## src/rtl/id_ex_register.sv

```systemverilog
// rtl/id_ex_register.sv - decode-to-execute pipeline register with stall, flush and bubble counter
module id_ex_register #(
    parameter int XLEN  = 32,
    parameter int CNT_W = 16
) (
    input  logic             clk,
    input  logic             rst,
    input  logic             StallE,
    input  logic             FlushE,
    input  logic             RegWriteD,
    input  logic             MemWriteD,
    input  logic             JumpD,
    input  logic             BranchD,
    input  logic             ALUSrcD,
    input  logic [1:0]       ResultSrcD,
    input  logic [2:0]       ALUControlD,
    input  logic [2:0]       funct3D,
    input  logic [XLEN-1:0]  RD1D,
    input  logic [XLEN-1:0]  RD2D,
    input  logic [XLEN-1:0]  ImmExtD,
    input  logic [XLEN-1:0]  PCD,
    input  logic [XLEN-1:0]  PCPlus4D,
    input  logic [4:0]       Rs1D,
    input  logic [4:0]       Rs2D,
    input  logic [4:0]       RdD,
    input  logic             ValidD,
    output logic             RegWriteE,
    output logic             MemWriteE,
    output logic             JumpE,
    output logic             BranchE,
    output logic             ALUSrcE,
    output logic [1:0]       ResultSrcE,
    output logic [2:0]       ALUControlE,
    output logic [2:0]       funct3E,
    output logic [XLEN-1:0]  RD1E,
    output logic [XLEN-1:0]  RD2E,
    output logic [XLEN-1:0]  ImmExtE,
    output logic [XLEN-1:0]  PCE,
    output logic [XLEN-1:0]  PCPlus4E,
    output logic [4:0]       Rs1E,
    output logic [4:0]       Rs2E,
    output logic [4:0]       RdE,
    output logic             ValidE,
    output logic [CNT_W-1:0] BubbleCount
);

    localparam logic [CNT_W-1:0] CNT_MAX = {CNT_W{1'b1}};

    // Reset and flush both produce an all-zero NOP; Rs/Rd = x0 keeps forwarding away from bubbles.
    always_ff @(posedge clk) begin
        if (rst || FlushE) begin
            RegWriteE   <= 1'b0;
            MemWriteE   <= 1'b0;
            JumpE       <= 1'b0;
            BranchE     <= 1'b0;
            ALUSrcE     <= 1'b0;
            ResultSrcE  <= '0;
            ALUControlE <= '0;
            funct3E     <= '0;
            RD1E        <= '0;
            RD2E        <= '0;
            ImmExtE     <= '0;
            PCE         <= '0;
            PCPlus4E    <= '0;
            Rs1E        <= '0;
            Rs2E        <= '0;
            RdE         <= '0;
            ValidE      <= 1'b0;
        end else if (!StallE) begin
            RegWriteE   <= RegWriteD;
            MemWriteE   <= MemWriteD;
            JumpE       <= JumpD;
            BranchE     <= BranchD;
            ALUSrcE     <= ALUSrcD;
            ResultSrcE  <= ResultSrcD;
            ALUControlE <= ALUControlD;
            funct3E     <= funct3D;
            RD1E        <= RD1D;
            RD2E        <= RD2D;
            ImmExtE     <= ImmExtD;
            PCE         <= PCD;
            PCPlus4E    <= PCPlus4D;
            Rs1E        <= Rs1D;
            Rs2E        <= Rs2D;
            RdE         <= RdD;
            ValidE      <= ValidD;
        end
    end

    // Counts flush-inserted bubbles only, saturating at all-ones.
    always_ff @(posedge clk) begin
        if (rst) begin
            BubbleCount <= '0;
        end else if (FlushE && (BubbleCount != CNT_MAX)) begin
            BubbleCount <= BubbleCount + 1'b1;
        end
    end

endmodule
```

## config.mk

```make
export PLATFORM = sky130hd
export DESIGN_NAME = id_ex_register
export DESIGN_NICKNAME = d
export VERILOG_FILES = /design/src/rtl/id_ex_register.sv
export SDC_FILE = /design/constraint.sdc
export NUM_CORES = 1
export LEC_CHECK = 0
export CORE_UTILIZATION = 25
export CTS_CLUSTER_DIAMETER = 150
export DETAILED_ROUTE_END_ITERATION = 8
export GPL_TIMING_DRIVEN = 1
export PLACE_DENSITY_LB_ADDON = 0.05
export SETUP_SLACK_MARGIN = 0.05
export SYNTH_ARGS = -nofsm -noshare
export SYNTH_HDL_FRONTEND = slang
export SYNTH_SLANG_ARGS = --single-unit
```

## constraint.sdc

```tcl
create_clock -name clk -period 2 [get_ports clk]
set_clock_uncertainty 0.2 [all_clocks]
set_input_delay 0.4 -clock clk [delete_from_list [all_inputs] [get_ports clk]]
set_output_delay 0.4 -clock clk [all_outputs]
set_load 0.01 [all_outputs]
```

* Word-level counts from Yosys, hierarchy flattened
Cells that the tools add are included.
** Storage, ports and cells
- Register bits after elaboration :: 205
- Bits in writable memories :: 0
- Latch bits :: 0
- Word-level logic and storage cells :: 22
- Input bits :: 193
- Output and inout port bits :: 205
- Bits in read-only memories :: 0
- Memories kept :: 0
** Operators by class
- Magnitude comparators :: 0
- Divide/modulo/power cells :: 0
- Bitwise operators :: 0
- Multiply operators :: 0
- Add/sub/neg operators :: 1
- Shift-type cells :: 0
- Reductions and logical operators :: 2
- Equal/unequal tests :: 1
- Muxes and demuxes :: 0
** Operators by type and width (count)
- $add A16 B1 Y16 const B :: 1
- $ne A16 B16 Y1 const B :: 1
- $logic_and A1 B1 Y1 :: 1
- $logic_or A1 B1 Y1 :: 1

* Depth between registers and ports, before layout
- Depth in word-level cells :: 2
- Depth in mapped cells :: 6
- Mapped depth without buffers :: 5

* Worst setup path before layout
No wires, ideal clock.
- Path type :: reg-to-reg
- Start point :: reg BubbleCount[0]
- End point :: reg BubbleCount[14]
- Library setup time :: 0.086 ns
- Required time :: 1.714 ns
- Buffers on the path :: 0
- Arrival time :: 1.537 ns
- Clock period less this slack :: 1.823 ns
- Cell stages (with the launch flop) :: 6
- Slack :: 0.177 ns
- Cell sequence :: dfxtp_1 ha_1 and4_2 nand3_1 or2_2 a211oi_1
** Between the ends
- Word-level cells in the longest chain between the ends :: 2
- Elaborated cells on any way between the ends :: 3
- Classes of those cells :: add/sub: 1; eq/ne: 1; reduce/logical: 1
** Ends and longest elaborated chain
- start: declaration :: line 44 : output logic [CNT_W-1:0] BubbleCount
- start signal: assignment :: line 95 : BubbleCount <= BubbleCount + 1'b1;
- branches (longest 2 deep; another with $add A16 B1 Y16)
Several ways; the timed one is not identified.
A chain may end at the register's enable or synchronous reset.

* Final worst setup path
- Start point :: reg BubbleCount[1]
- End point :: out BubbleCount[1]
No word-level cell between the ends.

==> run_results.csv <==
group,metric,value,unit
synth,synth-seq-cells,205,
routing,avgViaCountPerCell,4.19,
clock_network,cts_tree,"yes",
sta,maxSlewViolCount,0,
place,dpl.hpwl,18.5,mm
synth,avgSynthCellArea,10.5,µm²
routing,wirelength,24.5,mm
routing,vias,6401,
power_and_ir_drop,powerDensity,764,mW/mm²
worst_setup_path,worstPathRequired,1.40,ns
global_routing,grt_max_degree,34,
sta,holdWs,0.164,ns
place,routabilityCongestion,0.741,
layout,final_net_count,1327,
layout,finalNonFillerCells,1528,
clock_network,cts_buffer_depth,3,
run,max-cap-violations,0,
worst_setup_path,critical-path-max-stage-delay,0.33,ns
worst_setup_path,path_class,"reg -> out",
floorplanning,dieArea,0.0305,mm²
sta,final.setup.tns,0,ns
sta,fin_crit,1.87,ns
floorplanning,coreArea,0.0290,mm²
worst_setup_path,worstPathCellList,"buf_4 > dlygate4sd2_1",
routing,drc,0,
sta,worst_pin_slew,0.449,ns
clock_network,clk_pin_slew,0.06,ns
clock_network,insertion_delay,0.51,ns
place,io_buffers,397,
clock_network,numCtsBuffers,25,
clock_network,root_buffer,"clkbuf_16",
routing,first_pass_iters,4,
global_routing,grt_pass1_wl,37.5,mm
layout,diodes,0,
synth,synth_area_leaders,"dfxtp_1 55%, mux2i_1 26%, nor2_1 9.8%, buf_2 1.6%, clkbuf_1 0.91%",
sta,setup_viol,0,
routing,ant_nets,0,
sta,period_share,93.4,%
routing,routedWlPerCell,16.0,µm
clock_network,cts-hold-fix-buffers,0,
synth,yosysTopAreaCellShare,55.1,%
sta,hold_viol,0,
floorplanning,initial_core_util,25.7,%
worst_setup_path,critPathSlowestCell,"dfxtp_1",
power_and_ir_drop,power_leakage,6.23,nW
global_routing,track_usage,15.7,%
global_routing,first_global_vias,6565,
layout,layout_common_cells,"202 x dlygate4sd2_1, 201 x dfxtp_1, 194 x nor2_1, 191 x clkdlybuf4s50_1, 190 x mux2i_1",
clock_network,cts_setup_buffers,0,
synth,yosysUniqueCellTypes,40,
synth,syn_inst,707,
sta,fmax,0.535,GHz
sta,relSlewSlack,69.8,%
synth,yosysTopAreaCell,"dfxtp_1",
floorplanning,rows,62,
floorplanning,io_pins,398,
worst_setup_path,cp.arrival,1.27,ns
layout,final_common_cell,"dlygate4sd2_1",
layout,syn_to_final_growth,72.0,%
global_routing,antenna_found_initial,0,
floorplanning,die_h,175,µm
synth,ys_warn_count,0,
clock_network,cts.sinks,205,
global_routing,overflow,0,
floorplanning,fp.dieW,175,µm
synth,yosysSeqAreaShare,55.1,%
synth,synth_area,0.00745,mm²
worst_setup_path,cp_max_fo,3,
synth,synth_nets,901,
worst_setup_path,endpoint_kind,"output port",
layout,drive_gt1_share,8.57,%
clock_network,htree_levels,1,
worst_setup_path,start_kind,"flip-flop",
place,placed_cells,1490,
worst_hold_path,hold_class,"in -> reg",
routing,initialDrtViolationCount,148,
run_status,status,"complete, no violations",
power_and_ir_drop,peakVddDrop,465,µV
sta,rsz0062_at_grt,"no",
state kept, by name, indices dropped and copies added (netlist names), 2 cells and up:
name,flops
funct3E,3
RD2E,32
BubbleCount,16
RD1E,32
ALUControlE,3
RdE,5
PCPlus4E,32
ResultSrcE,2
Rs2E,5
ImmExtE,32
PCE,32
Rs1E,5
path summary, 6_finish.rpt:
path	slack, ns	endpoint	from	cells past startpoint
setup reg to reg	0.21	BubbleCount[15]	BubbleCount[0]	6
hold / removal	0.16	PCE[31]	StallE	3
setup / recovery	0.13	BubbleCount[1]	BubbleCount[1]	2
hold reg to reg	0.28	RD1E[7]	RD1E[7]	2
layout make-up:
cell class	count	area [µm²]
clock inverter	5	81.3
tap	384	480
fill	2920	16200
sequential	205	4110
multi-input combinational	454	3120
timing repair buffer	444	4320
clock buffer	33	686
inverter	3	11.3
through the flow:
step	power [W]	instance area (µm²)	setup WS [ns]	utilization, %
final	0.00979	12800	0.131	44.1
after CTS	0.0100	12800	0.0565	44.1
after floorplan	0.00484	7450	0.177	-
after global placement	0.00568	12300	-0.175	42.4
after global routing	0.0103	12800	0.0519	44.1
after detailed placement	0.00568	12300	-0.183	42.4
kinds of logic (layout without fill, tap and decap cells):
group                      count (synthesis)  after routing  share of synthesized area (%)
AOI/OAI and AO/OA                         25             25                           1.98
DFF                                      205            205                           55.1
adders and majority gates                  1              1                          0.168
xor gates and xnor gates                   2              2                          0.235
and+or+nand+nor                          235            235                           13.8
buffers and inverters                     48            485                           2.97
muxes                                    191            191                           25.7
worst max-delay path: cells and delay by family (launching register included):
family,cells,cell delay [ns]
flops,1,0.33
buf+inv,2,0.42
power by group:
part           total [W]  switching [W]  internal (W)
combinational    0.00121       0.000474      0.000733
clock            0.00431        0.00168       0.00263
sequential       0.00427      0.0000581       0.00422
total            0.00979        0.00221       0.00758
routing by layer:
metal | track usage, % | vias to the layer above | wire (µm)
met4 | 4.28 | 0 | 542
met5 | 0 | - | 0
li1 | - | 3247 | -
met3 | 5.77 | 29 | 2290
met1 | 18.0 | 2862 | 9990
met2 | 27.2 | 263 | 11700
what timing repair did:
| item | CTS | global route |
|---|---|---|
| pin swaps | 0 | 0 |
| endpoints found under the setup margin | 205 | 3 |
| gates cloned | 0 | 0 |
| gates resized for setup | 209 | 3 |
cells in the mapped netlist (all sizes together):
master   instances
o21ai            6
mux2i          190
nand2            3
or2              2
inv              3
and4b            1
nor2b            1
o31ai            4
nor2           194
dfxtp          205
ha               1
xor2             2
and4             4
nor4             2
a211oi           1
a21oi           10
or4              3
and2             2
nand3            5
nand4            5
a31oi            2
buf             27
o311ai           1
and3             2
or3              4
clkbuf          18
o2111ai          1
mux2             1
nor3             5
nand2b           2
Power figures use the tool's default switching activity.
